<file path="src/rtl/usb_tx_pkg.sv">
`default_nettype none
// ============================================================================
// Module      : usb_tx_pkg
// Description : Shared types and constants for the USB full-speed TX path.
// Revision    : 1.0 - initial release
// ============================================================================
package usb_tx_pkg;

    typedef enum logic [3:0] {
        IDLE     = 4'd0,
        SYNC_LD  = 4'd1,
        SYNC     = 4'd2,
        PID_LD   = 4'd3,
        PID      = 4'd4,
        DATA_REQ = 4'd5,
        DATA_LD  = 4'd6,
        DATA     = 4'd7,
        CRC1_LD  = 4'd8,
        CRC1     = 4'd9,
        CRC2_LD  = 4'd10,
        CRC2     = 4'd11,
        EOP      = 4'd12,
        DONE     = 4'd13,
        ERR      = 4'd14
    } tx_state_t;

    localparam logic [3:0]  PID_DATA0    = 4'b0011;
    localparam logic [3:0]  PID_DATA1    = 4'b1011;
    localparam logic [3:0]  PID_ACK      = 4'b0010;
    localparam logic [3:0]  PID_NAK      = 4'b1010;
    localparam logic [3:0]  PID_STALL    = 4'b1110;

    localparam logic [15:0] CRC16_POLY_R = 16'hA001;
    localparam logic [15:0] CRC16_INIT   = 16'hFFFF;

    function automatic logic is_valid_pid(input logic [3:0] pid);
        return (pid == PID_DATA0) || (pid == PID_DATA1) || (pid == PID_ACK) ||
               (pid == PID_NAK)   || (pid == PID_STALL);
    endfunction

    function automatic logic is_data_pid(input logic [3:0] pid);
        return (pid == PID_DATA0) || (pid == PID_DATA1);
    endfunction

endpackage
`default_nettype wire

</file>
<file path="src/rtl/usb_crc16.sv">
`default_nettype none
// ============================================================================
// Module      : usb_crc16
// Description : Byte-wide USB CRC16 register (reflected form, LSB first).
// Revision    : 1.0 - initial release
// ============================================================================
module usb_crc16
    import usb_tx_pkg::*;
(
    input  logic        clk,
    input  logic        n_rst,
    input  logic        clear,
    input  logic        en,
    input  logic [7:0]  data,
    output logic [15:0] crc
);

    logic [15:0] r_crc;

    function automatic logic [15:0] crc_byte(input logic [15:0] c_in, input logic [7:0] d);
        logic [15:0] c;
        c = c_in;
        for (int i = 0; i < 8; i++) begin
            if (c[0] ^ d[i]) c = (c >> 1) ^ CRC16_POLY_R;
            else             c = c >> 1;
        end
        return c;
    endfunction

    always_ff @(posedge clk or negedge n_rst) begin
        if (!n_rst)     r_crc <= CRC16_INIT;
        else if (clear) r_crc <= CRC16_INIT;
        else if (en)    r_crc <= crc_byte(r_crc, data);
    end

    assign crc = r_crc;

endmodule
`default_nettype wire

</file>
<file path="src/rtl/usb_tx_pkt_ctrl.sv">
`default_nettype none
// ============================================================================
// Module      : usb_tx_pkt_ctrl
// Description : Sequences SYNC/PID/payload/CRC16/EOP into the TX shift register.
// Revision    : 1.0 - initial release
// ============================================================================
module usb_tx_pkt_ctrl
    import usb_tx_pkg::*;
#(
    parameter int         MAX_PAYLOAD = 64,
    parameter int         OCC_W       = 7,
    parameter logic [7:0] SYNC_BYTE   = 8'h80,
    parameter int         EOP_CYCLES  = 2
)(
    input  logic             clk,
    input  logic             n_rst,
    input  logic [3:0]       tx_packet,
    input  logic [7:0]       tx_packet_data,
    input  logic [OCC_W-1:0] buffer_occupancy,
    input  logic             byte_sent,
    output logic             load_enable,
    output logic [7:0]       parallel_in,
    output logic             get_tx_packet_data,
    output logic             enable_timer,
    output logic             tx_transfer_active,
    output logic             eop_flag,
    output logic             tx_error,
    output logic             tx_done
);

    localparam int CNT_W  = $clog2(MAX_PAYLOAD + 1);
    localparam int ECNT_W = $clog2(EOP_CYCLES + 1);

    tx_state_t         r_state;
    tx_state_t         w_next;
    logic [3:0]        r_pid;
    logic [CNT_W-1:0]  r_byte_cnt;
    logic [ECNT_W-1:0] r_eop_cnt;
    logic [15:0]       w_crc;
    logic              w_occ_empty;

    assign w_occ_empty = (buffer_occupancy == '0);

    usb_crc16 u_crc (
        .clk   (clk),
        .n_rst (n_rst),
        .clear (r_state == PID_LD),
        .en    (r_state == DATA_LD),
        .data  (tx_packet_data),
        .crc   (w_crc)
    );

    always_ff @(posedge clk or negedge n_rst) begin
        if (!n_rst) r_state <= IDLE;
        else        r_state <= w_next;
    end

    always_ff @(posedge clk or negedge n_rst) begin
        if (!n_rst) begin
            r_pid      <= '0;
            r_byte_cnt <= '0;
            r_eop_cnt  <= '0;
        end else begin
            if (r_state == IDLE && is_valid_pid(tx_packet))
                r_pid <= tx_packet;
            if (r_state == PID_LD)
                r_byte_cnt <= '0;
            else if (r_state == DATA_LD)
                r_byte_cnt <= r_byte_cnt + CNT_W'(1);
            // Counter is armed on entry so EOP lasts exactly EOP_CYCLES cycles.
            if (r_state != EOP && w_next == EOP)
                r_eop_cnt <= ECNT_W'(EOP_CYCLES - 1);
            else if (r_state == EOP && r_eop_cnt != '0)
                r_eop_cnt <= r_eop_cnt - ECNT_W'(1);
        end
    end

    always_comb begin
        w_next = r_state;
        unique case (r_state)
            IDLE: begin
                if (tx_packet != 4'd0)
                    w_next = is_valid_pid(tx_packet) ? SYNC_LD : ERR;
            end
            SYNC_LD:  w_next = SYNC;
            SYNC:     if (byte_sent) w_next = PID_LD;
            PID_LD:   w_next = PID;
            PID: begin
                if (byte_sent) begin
                    if (!is_data_pid(r_pid)) w_next = EOP;
                    else if (w_occ_empty)    w_next = CRC1_LD;
                    else                     w_next = DATA_REQ;
                end
            end
            DATA_REQ: w_next = DATA_LD;
            DATA_LD:  w_next = DATA;
            DATA: begin
                if (byte_sent) begin
                    if (w_occ_empty)                            w_next = CRC1_LD;
                    else if (r_byte_cnt == CNT_W'(MAX_PAYLOAD)) w_next = ERR;
                    else                                        w_next = DATA_REQ;
                end
            end
            CRC1_LD:  w_next = CRC1;
            CRC1:     if (byte_sent) w_next = CRC2_LD;
            CRC2_LD:  w_next = CRC2;
            CRC2:     if (byte_sent) w_next = EOP;
            EOP:      if (r_eop_cnt == '0) w_next = DONE;
            DONE:     w_next = IDLE;
            ERR:      w_next = IDLE;
            default:  w_next = IDLE;
        endcase
    end

    always_comb begin
        load_enable        = 1'b0;
        parallel_in        = 8'h00;
        get_tx_packet_data = 1'b0;
        enable_timer       = 1'b0;
        eop_flag           = 1'b0;
        tx_error           = 1'b0;
        tx_done            = 1'b0;
        tx_transfer_active = (r_state != IDLE);
        unique case (r_state)
            SYNC_LD:  begin load_enable = 1'b1; parallel_in = SYNC_BYTE;         end
            PID_LD:   begin load_enable = 1'b1; parallel_in = {~r_pid, r_pid};   end
            DATA_LD:  begin load_enable = 1'b1; parallel_in = tx_packet_data;    end
            CRC1_LD:  begin load_enable = 1'b1; parallel_in = ~w_crc[7:0];       end
            CRC2_LD:  begin load_enable = 1'b1; parallel_in = ~w_crc[15:8];      end
            DATA_REQ: get_tx_packet_data = 1'b1;
            SYNC, PID, DATA, CRC1, CRC2: enable_timer = 1'b1;
            EOP:      begin enable_timer = 1'b1; eop_flag = 1'b1; end
            DONE:     tx_done  = 1'b1;
            ERR:      tx_error = 1'b1;
            default:  ;
        endcase
    end

endmodule
`default_nettype wire

</file>
<file path="config.mk">
export PLATFORM = sky130hd
export DESIGN_NAME = usb_tx_pkt_ctrl
export DESIGN_NICKNAME = d
export VERILOG_FILES = /design/src/rtl/usb_tx_pkg.sv /design/src/rtl/usb_crc16.sv /design/src/rtl/usb_tx_pkt_ctrl.sv
export SDC_FILE = /design/constraint.sdc
export NUM_CORES = 1
export LEC_CHECK = 0
export ABC_AREA = 1
export CAP_MARGIN = 15
export CORE_MARGIN = 3
export CORE_UTILIZATION = 57
export DETAILED_ROUTE_END_ITERATION = 16
export PLACE_DENSITY_LB_ADDON = 0.08
export SYNTH_ARGS = -nofsm -noshare
export SYNTH_HDL_FRONTEND = slang
export SYNTH_SLANG_ARGS = --single-unit
</file>
<file path="constraint.sdc">
create_clock -name clk -period 3.1 [get_ports clk]
set_input_delay 0.62 -clock clk [delete_from_list [all_inputs] [get_ports clk]]
set_output_delay 0.62 -clock clk [all_outputs]
set_load 0.05 [all_outputs]
</file>
==> flow_metrics.tcl, run 1 <==
set metrics [dict create \
    synth_seq_cells 33 \
    timing.setup.tns_ns 0 \
    tightestPinTransition_ns 0.494 \
    grt_max_degree 34 \
    hold_class "flop to flop" \
    rsz0062_at_grt "false" \
    synth_top_flop_cell "dfrtp_1" \
    min_period_ns 2.89 \
    gp_congestion 0.891 \
    cts_buffer_depth 2 \
    dp_hpwl_um 4100 \
    wl_per_cell_um 13.2 \
    worstSkewPairLatency_ns 0.28 \
    initial_core_util_pct 60.9 \
    hold_depth 2 \
    regToRegEndpoint "r_eop_cnt[1]" \
    grt.overflow.total 0 \
    yosysSeqAreaShare_pct 36.8 \
    drtIter0Drc 207 \
    cts_tree "built" \
    syn_nets 349 \
    crit_path_max_fanout 5 \
    ir_worst_vdd_mv 0.696 \
    ant_nets 0 \
    critPathMaxStageDelay_ns 0.80 \
    die_width_um 69.5 \
    startpoint_type "flop" \
    cp_slowest_cell "clkdlybuf4s50_1" \
    yosysMostFrequentCell "nand2_1" \
    clk_pin_slew_ns 0.07 \
    antenna_found_initial 0 \
    antenna_cells 0 \
    syn-mean-instance-area_um2 7.09 \
    firstDrtPassIters 4 \
    synth_edf_count 0 \
    die_h_um 69.5 \
    ys_types 37 \
    drc 0 \
    end_kind "output port" \
    required_ns 2.48 \
    fin_worst_skew_ns 0.00620 \
    reg2reg_depth 10 \
    port_buffers 36 \
    synth_warnings 0 \
    grt_use_total_pct 23.9 \
    rows 22 \
    cts_setup_buffers 0 \
    drt_wl_total_um 5480 \
    status "finished clean" \
    power_leakage_nw 1.37 \
    power_density_nw_per_um2 1020 \
    yosysTopAreaCellShare_pct 18.5 \
    worstHoldStart "u_crc.crc[13]" \
    dpl_worst_slack_ns 0.545 \
    postCtsHoldBufs 0 \
    synth_area_um2 2300 \
    critPathMostFrequentCell "inv_1" \
    final.setup.worst_slack_ns 0.213 \
    area_delta_synth_final_pct 23.1 \
    io-pin-count 37 \
    min_to "u_crc.crc[5]" \
    fin_crit_sh_pct 93.1 \
    ctsResizeCount 0 \
    synth_largest_area_cell "dfrtp_1" \
    slew_viol_final 0 \
    rr_startpoint "r_state[3]" \
    vias 2275 \
    timing.fmax_mhz 346 \
    worst-r2r-setup-slack_ns 1.24 \
    cts_buffers 5 \
    maxSlewHeadroom_pct 67.0 \
    cts-htree-levels 2 \
    crit_type "flop to output port" \
    die_area_um2 4830 \
    synthArstFlopShare_pct 100 \
    root_buffer "clkbuf_8" \
    hold_violations 0 \
    cp.arrival_ns 2.27 \
    netlist_instances 324 \
    first_global_vias 2139 \
    drive_above_1_share_pct 16.3 \
    core_area_um2 3770 \
    setup_viol 0 \
    drv_cap 0 \
    clock-sinks 33 \
    avgViaCountPerCell 5.48 \
    crit_chain "inv_2, nor2_4, inv_1, nor2_1, inv_1, nand3_1, clkdlybuf4s50_1" \
    synthTopCellsByArea "dfrtp_1, dfstp_2, nand2_1" \
    grt_pass1_wl_um 9490 \
    fin_nets 391 \
    synth_commonest_cells "nand2_1, inv_1, o21ai_0" \
]
==> per-stage QoR <==
step           cell area (µm²)  total power (W)  hold slack [ns]  cells  util, %
2_1_floorplan             2300          0.00200            0.324    324        -
3_3_place_gp              2710          0.00242            0.475    407     71.9
3_5_place_dp              2710          0.00245            0.480    407     71.9
4_1_cts                   2830          0.00288            0.489    415     75.0
5_1_grt                   2830          0.00311            0.514    415     75.0
6_report                  2830          0.00289            0.491    415     75.0
==> flip-flops by register name, indices dropped and copies added (netlist names) <==
signal	flops
r_eop_cnt	2
r_pid	4
r_byte_cnt	7
u_crc.crc	16
r_state	4
==> per-layer routing <==
layer | wire (µm) | vias to the layer above | GRT usage [%]
li1 | - | 1134 | -
met5 | 0 | - | 0
met1 | 2530 | 1037 | 32.2
met3 | 414 | 12 | 6.81
met2 | 2440 | 92 | 37.2
met4 | 90 | 0 | 7.81
==> cell type report <==
| class | instances | area (µm²) |
|---|---|---|
| Sequential cell | 33 | 846 |
| Multi-Input combinational cell | 231 | 1220 |
| Inverter | 57 | 224 |
| Fill cell | 296 | 943 |
| Clock inverter | 1 | 30.0 |
| Tap cell | 48 | 60.1 |
| Clock buffer | 7 | 86.3 |
| Timing Repair Buffer | 38 | 365 |
==> worst max-delay path: cells and delay by family, from the launching register on <==
family        cells  cell delay (ns)
buf+inv           4             1.07
flops             1             0.43
simple gates      3             0.47
==> power by group <==
group	switching, W	internal, W	total [W]
clock	0.000158	0.000262	0.000420
combinational	0.00114	0.000551	0.00169
sequential	0.000131	0.000646	0.000777
total	0.00143	0.00146	0.00289
==> worst max-delay path by stage <==
stage | endpoint | start | slack, ns
final | enable_timer | r_state[2] | 0.21
after global routing | enable_timer | r_state[2] | 0.10
after CTS | enable_timer | r_state[2] | 0.23
after detailed placement | enable_timer | r_state[2] | 0.54
after global placement | enable_timer | r_state[2] | 0.62
after floorplan | parallel_in[7] | r_state[3] | 0.47
==> layout by cell type (no fill, tap or decap), types with 2 or more instances in the layout <==
master	synthesis	layout
nor3_1	7	7
nand2_1	91	91
xor2_1	7	7
nand3_1	12	12
a21oi_1	22	22
buf_4	0	10
nand4_1	2	2
ha_1	3	3
nor2_1	22	22
o21ai_1	5	5
a22oi_1	4	4
clkbuf_8	0	6
inv_2	9	9
o21ai_0	23	23
o2111ai_1	6	6
dfstp_2	16	16
clkdlybuf4s50_1	0	27
inv_4	2	2
nor2_4	2	2
o31ai_1	2	2
xnor2_1	3	3
nand2_2	2	2
o22ai_1	2	2
nor2_2	3	3
inv_1	45	45
nor4_1	2	2
dfrtp_1	17	17
==> cells by family (layout without fill, tap and decap cells) <==
group	after synthesis	in the layout	share of synthesized area, %
AND/OR/NAND/NOR	151	151	30.7
AO/OA/AOI/OAI	67	67	16.8
buffers and inverters	60	103	10.2
flip-flops	33	33	36.8
XOR/XNOR	10	10	3.81
adder cells (fa/ha/maj)	3	3	1.63
(Power assumes the default switching activity.)
==> run 2: changes to the inputs <==
SKIP_CTS_REPAIR_TIMING = 1   (was unset)
SYNTH_HIERARCHICAL = 1   (was unset)
==> flow_metrics.tcl, run 2 <==
set metrics [dict create \
    status "finished clean" \
    cts_tree "built" \
    syn-mean-instance-area_um2 7.30 \
    hold_violations 0 \
    yosysSeqAreaShare_pct 34.1 \
    n_fill_cell 349 \
    drc 0 \
    multiInputGateArea_um2 1420 \
    setup_viol 0 \
    cts_buffer_depth 2 \
    firstDrtPassIters 4 \
    ys_types 37 \
    cp.arrival_ns 2.32 \
    cts_buffers 5 \
    clock-sinks 33 \
    vias 2347 \
    final_core_util_pct 73.5 \
    hold_class "flop to flop" \
    startpoint "r_state[1]" \
    synth_top_flop_cell "dfrtp_1" \
    power_leakage_nw 1.51 \
    core_area_um2 4120 \
    required_ns 2.48 \
    die_h_um 72.0 \
    fin_crit_sh_pct 94.7 \
    cts-htree-levels 2 \
    rr_startpoint "r_state[0]" \
    synth_warnings 6 \
    io-pin-count 37 \
    antenna_cells 0 \
    die_width_um 72.0 \
    synth_area_um2 2480 \
    ant_nets 0 \
    finalHoldWorstSlack_ns 0.483 \
    worstSkewPairLatency_ns 0.28 \
    area_delta_synth_final_pct 21.8 \
    ff_latch_area_um2 846 \
    timing.fmax_mhz 341 \
    clk_pin_slew_ns 0.07 \
    synth_largest_area_cell "dfrtp_1" \
    antenna_found_initial 0 \
    syn_nets 365 \
    worstHoldStart "u_crc/crc[10]" \
    synth_commonest_cells "nand2_1, nor2_1, inv_1" \
    die_area_um2 5190 \
    gp_congestion 0.926 \
    largest_reg_flops 16 \
    rows 23 \
    slew_viol_final 0 \
    synth_seq_cells 33 \
    timing.setup.tns_ns 0 \
    fin_worst_skew_ns 0.00390 \
    ir_worst_vdd_mv 0.768 \
    crit_type "flop to output port" \
    root_buffer "clkbuf_8" \
    drt_wl_total_um 6190 \
    avgViaCountPerCell 5.37 \
    grt_max_degree 34 \
    dp_hpwl_um 4820 \
    drv_cap 0 \
    rsz0062_at_grt "false" \
    drive_above_1_share_pct 20.2 \
    wl_per_cell_um 14.2 \
    synthTopCellsByArea "dfrtp_1, dfstp_2, nand2_1" \
    startpoint_type "flop" \
    power.total_w 0.00321 \
    netlist_instances 340 \
    port_buffers 36 \
    grt.overflow.total 0 \
    synth_edf_count 0 \
    yosysTopAreaCellShare_pct 17.1 \
    initial_core_util_pct 60.4 \
    min_period_ns 2.94 \
    synthArstFlopShare_pct 100 \
    drtIter0Drc 127 \
    crit_path_max_fanout 5 \
    first_global_vias 2252 \
    grt_use_total_pct 25.4 \
    grt_pass1_wl_um 10400 \
    tightestPinTransition_ns 0.502 \
    fin_nets 411 \
    end_kind "output port" \
    maxSlewHeadroom_pct 66.4 \
    mostFrequentLayoutCells "nand2_1, nor2_1, inv_1" \
    final_common_cell "nand2_1" \
    yosysMostFrequentCell "nand2_1" \
    power_density_nw_per_um2 1060 \
]
==> run 2: cell count changes in the layout (fill, tap and decap cells not counted), sizes merged, moves of 3 or more <==
cell,before,now
nor2,28,58
nand3,13,30
o21ai,28,14
nand2,95,86
o2111ai,6,0
a22oi,4,0
o22ai,2,6
a2111o,0,3
a221o,1,4
clkinv,0,3
nor3,7,4
nor4,3,0
o22a,0,3
==> run 2: layer usage <==
layer / vias up / part of all wire (%) / global-route usage [%]
li1: 1191 / - / -
met1: 1095 / 45 / 33.9
met2: 59 / 49 / 44.2
met3: 2 / 5.6 / 4.43
met4: 0 / 0.37 / 3.76
met5: - / 0 / 0
==> run 2: final cells by class <==
| class | instances | area share [%] |
|---|---|---|
| clock buffers | 5 | 2.28 |
| repair buffers | 40 | 12.2 |
| multi-input cells | 249 | 46.9 |
| well taps | 50 | 2.07 |
| inverters | 57 | 7.07 |
| flip-flops and latches | 33 | 28.0 |
| clock inverters | 3 | 1.53 |
==> run 2: through the flow <==
step / worst slack [ns] / instances / instance area [µm²]
2_1_floorplan: 0.525 / 340 / 2480
3_3_place_gp: 0.473 / 429 / 2910
3_5_place_dp: 0.469 / 429 / 2910
4_1_cts: 0.180 / 437 / 3020
5_1_grt: 0.0262 / 437 / 3020
6_report: 0.164 / 437 / 3020
==> run 2: path summary, 6_finish.rpt <==
| path | slack, ns | cells past startpoint | endpoint |
|---|---|---|---|
| min in group asynchronous | 0.75 | 2 | r_pid[0] |
| worst min register to register | 0.48 | 2 | u_crc/crc[10] |
| worst min-delay path | 0.48 | 2 | u_crc/crc[10] |
| worst max register to register | 1.03 | 8 | u_crc/crc[9] |
| worst max-delay path | 0.16 | 7 | enable_timer |
| max in group asynchronous | 2.01 | 2 | u_crc/crc[5] |
==> run 2: critical path, stage by stage (launching register included) <==
cell             delay (ns)
dfrtp_1                0.43
inv_1                  0.13
nand2_2                0.14
inv_1                  0.06
nand2_1                0.10
nand2_1                0.07
or4_1                  0.39
clkdlybuf4s50_1        0.71
==> run 2: report_power, final <==
group,leakage (nW),internal [W],total (W),switching [W]
clock,0.0543,0.000241,0.000405,0.000165
combinational,1.07,0.000671,0.00199,0.00132
sequential,0.382,0.000648,0.000807,0.000158
total,1.51,0.00156,0.00321,0.00165
==> run 2: cell families (layout without fill, tap and decap cells) <==
group                      after synthesis  in the layout  share of synthesized area (%)
buffers and inverters                   58            105                           8.82
adders and majority gates                3              3                           1.51
muxes                                    2              2                          0.856
DFF                                     33             33                           34.1
xor gates and xnor gates                10             10                           5.34
AOI/OAI and AO/OA                       52             52                           13.0
and+or+nand+nor                        182            182                           36.4
==> run 3: changes to the inputs <==
--- a/config.mk
+++ b/config.mk
@@ -14,2 +14,3 @@
 export SKIP_CTS_REPAIR_TIMING = 1
+export SLEW_MARGIN = 15
 export SYNTH_ARGS = -nofsm -noshare
--- a/constraint.sdc
+++ b/constraint.sdc
@@ -3,2 +3,2 @@
 set_output_delay 0.62 -clock clk [all_outputs]
-set_load 0.05 [all_outputs]
+set_load 0.01 [all_outputs]
==> flow_metrics.tcl, run 3 (synthesis gave the netlist of run 2 again) <==
set metrics [dict create \
    initial_core_util_pct 60.4 \
    crit_type "flop to output port" \
    cp.arrival_ns 2.30 \
    stdcell_count 438 \
    n_fill_cell 342 \
    antenna_found_initial 0 \
    end_kind "output port" \
    cp_slowest_cell "clkdlybuf4s50_1" \
    port_buffers 36 \
    crit_path_max_fanout 11 \
    firstDrtPassIters 5 \
    largest_reg_flops 16 \
    required_ns 2.48 \
    internal_power_w 0.00167 \
    final.setup.worst_slack_ns 0.180 \
    power.switching_w 0.00138 \
    status "finished clean" \
    crit_chain "inv_2, nand2_2, nor2_4, clkinvlp_4, nor2_1, a2111o_1, clkdlybuf4s50_1" \
    die_h_um 72.0 \
    clock_power_share_pct 16.0 \
    power_frac_seq_pct 26.5 \
    clk_pin_slew_ns 0.07 \
    first_global_vias 2263 \
    ant_nets 0 \
    antenna_cells 0 \
    drv_cap 0 \
    startpoint_type "flop" \
    die_width_um 72.0 \
    min_period_ns 2.92 \
    worstSkewPairLatency_ns 0.29 \
    critPathMaxStageDelay_ns 0.53 \
    rsz0062_at_grt "false" \
    hold_violations 0 \
    maxSlewHeadroom_pct 69.6 \
    drtIter0Drc 265 \
    drive_above_1_share_pct 18.6 \
    crit_family "buffers and inverters" \
    timing.fmax_mhz 342 \
    io-pin-count 37 \
    cts_buffer_depth 2 \
    power_leakage_nw 1.51 \
    fin_nets 412 \
    path_buf_inv 3 \
    rows 23 \
    area_delta_synth_final_pct 23.9 \
    avgViaCountPerCell 5.42 \
    root_buffer "clkbuf_8" \
    mostFrequentLayoutCells "nand2_1, nor2_1, inv_1" \
    worst-r2r-setup-slack_ns 1.06 \
    grt_pass1_wl_um 10200 \
    comb_power_share_pct 57.5 \
    drc 0 \
    timing.setup.tns_ns 0 \
    multiInputGateArea_um2 1420 \
    setup_viol 0 \
    die_area_um2 5190 \
    clock-sinks 33 \
    cts_tree "built" \
    ir_worst_vdd_mv 0.593 \
    switching_share_pct 45.2 \
    final_core_util_pct 74.8 \
    vias 2375 \
    fin_crit_sh_pct 94.2 \
    dpl_worst_slack_ns 0.467 \
    power_density_nw_per_um2 989 \
    cts-htree-levels 2 \
    cts_buffers 5 \
    grt.overflow.total 0 \
    slew_viol_final 0 \
    grt_max_degree 34 \
    ff_latch_area_um2 846 \
    final_common_cell "nand2_1" \
    hold_class "flop to flop" \
    grt_use_total_pct 25.3 \
    dp.cells 429 \
    wl_per_cell_um 14.3 \
    finalHoldWorstSlack_ns 0.501 \
    tightestPinTransition_ns 0.453 \
    drt_wl_total_um 6260 \
    core_area_um2 4120 \
    dp_hpwl_um 4660 \
    fin_worst_skew_ns 0.00762 \
    gp_congestion 0.943 \
]
-- run 3: changes by cell type in the layout (fill, tap and decap cells not counted) --
| cell | delta |
|---|---|
| inv_1 | -1 |
| bufinv_16 | +1 |
| inv_2 | +1 |
| buf_4 | -8 |
| clkdlybuf4s50_1 | +9 |
| clkinv_1 | -1 |
| clkinv_2 | +1 |
| clkinv_4 | -1 |
-- run 3: power groups by stage --
stage / combinational [W] / clock, W / sequential, W
floorplan: 0.00124 / 0 / 0.000765
global placement: 0.00168 / 0 / 0.000803
detailed placement: 0.00171 / 0 / 0.000808
CTS: 0.00173 / 0.000492 / 0.000801
global route: 0.00193 / 0.000509 / 0.000827
finish: 0.00175 / 0.000488 / 0.000806
-- run 3: final timing paths --
check                              start        endpoint  depth (start not counted)
setup / recovery              r_state[3]  parallel_in[5]                          7
hold / removal             u_crc/crc[10]    u_crc/crc[2]                          2
setup reg to reg            u_crc/crc[0]   u_crc/crc[11]                         14
hold reg to reg            u_crc/crc[10]    u_crc/crc[2]                          2
max in group asynchronous          n_rst   u_crc/crc[13]                          2
min in group asynchronous          n_rst        r_pid[0]                          2
-- run 3: routing by layer --
layer  track usage [%]  vias up  wire (µm)
met5                 0        -          0
met1              32.8     1085       2800
met2              41.8       89       2960
li1                  -     1190          -
met4              10.4        0        138
met3              4.16       11        359
-- run 3: worst reg2reg max path: stages, from the launching register on --
cell,delay (ns)
dfstp_2,0.60
inv_2,0.06
nand2_1,0.06
nand2_2,0.06
nand2_2,0.10
nand3_2,0.13
nand2_4,0.14
nand2_2,0.07
nand3_4,0.08
nand2_4,0.07
nand2_2,0.10
nand2_1,0.11
inv_1,0.11
nand2_1,0.06
a32oi_1,0.22
-- run 3: per-stage QoR --
stage,area (µm²),power [W]
2_1_floorplan,2480,0.00201
3_3_place_gp,2930,0.00249
3_5_place_dp,2930,0.00251
4_1_cts,3070,0.00302
5_1_grt,3080,0.00327
6_report,3080,0.00304
-- run 3: layout make-up --
type / instances / share of cell area, %
multi-input cells: 249 / 46.1
flip-flops and latches: 33 / 27.5
repair buffers: 41 / 12.9
inverters: 57 / 7.08
clock buffers: 5 / 2.24
clock inverters: 3 / 2.11
well taps: 50 / 2.03
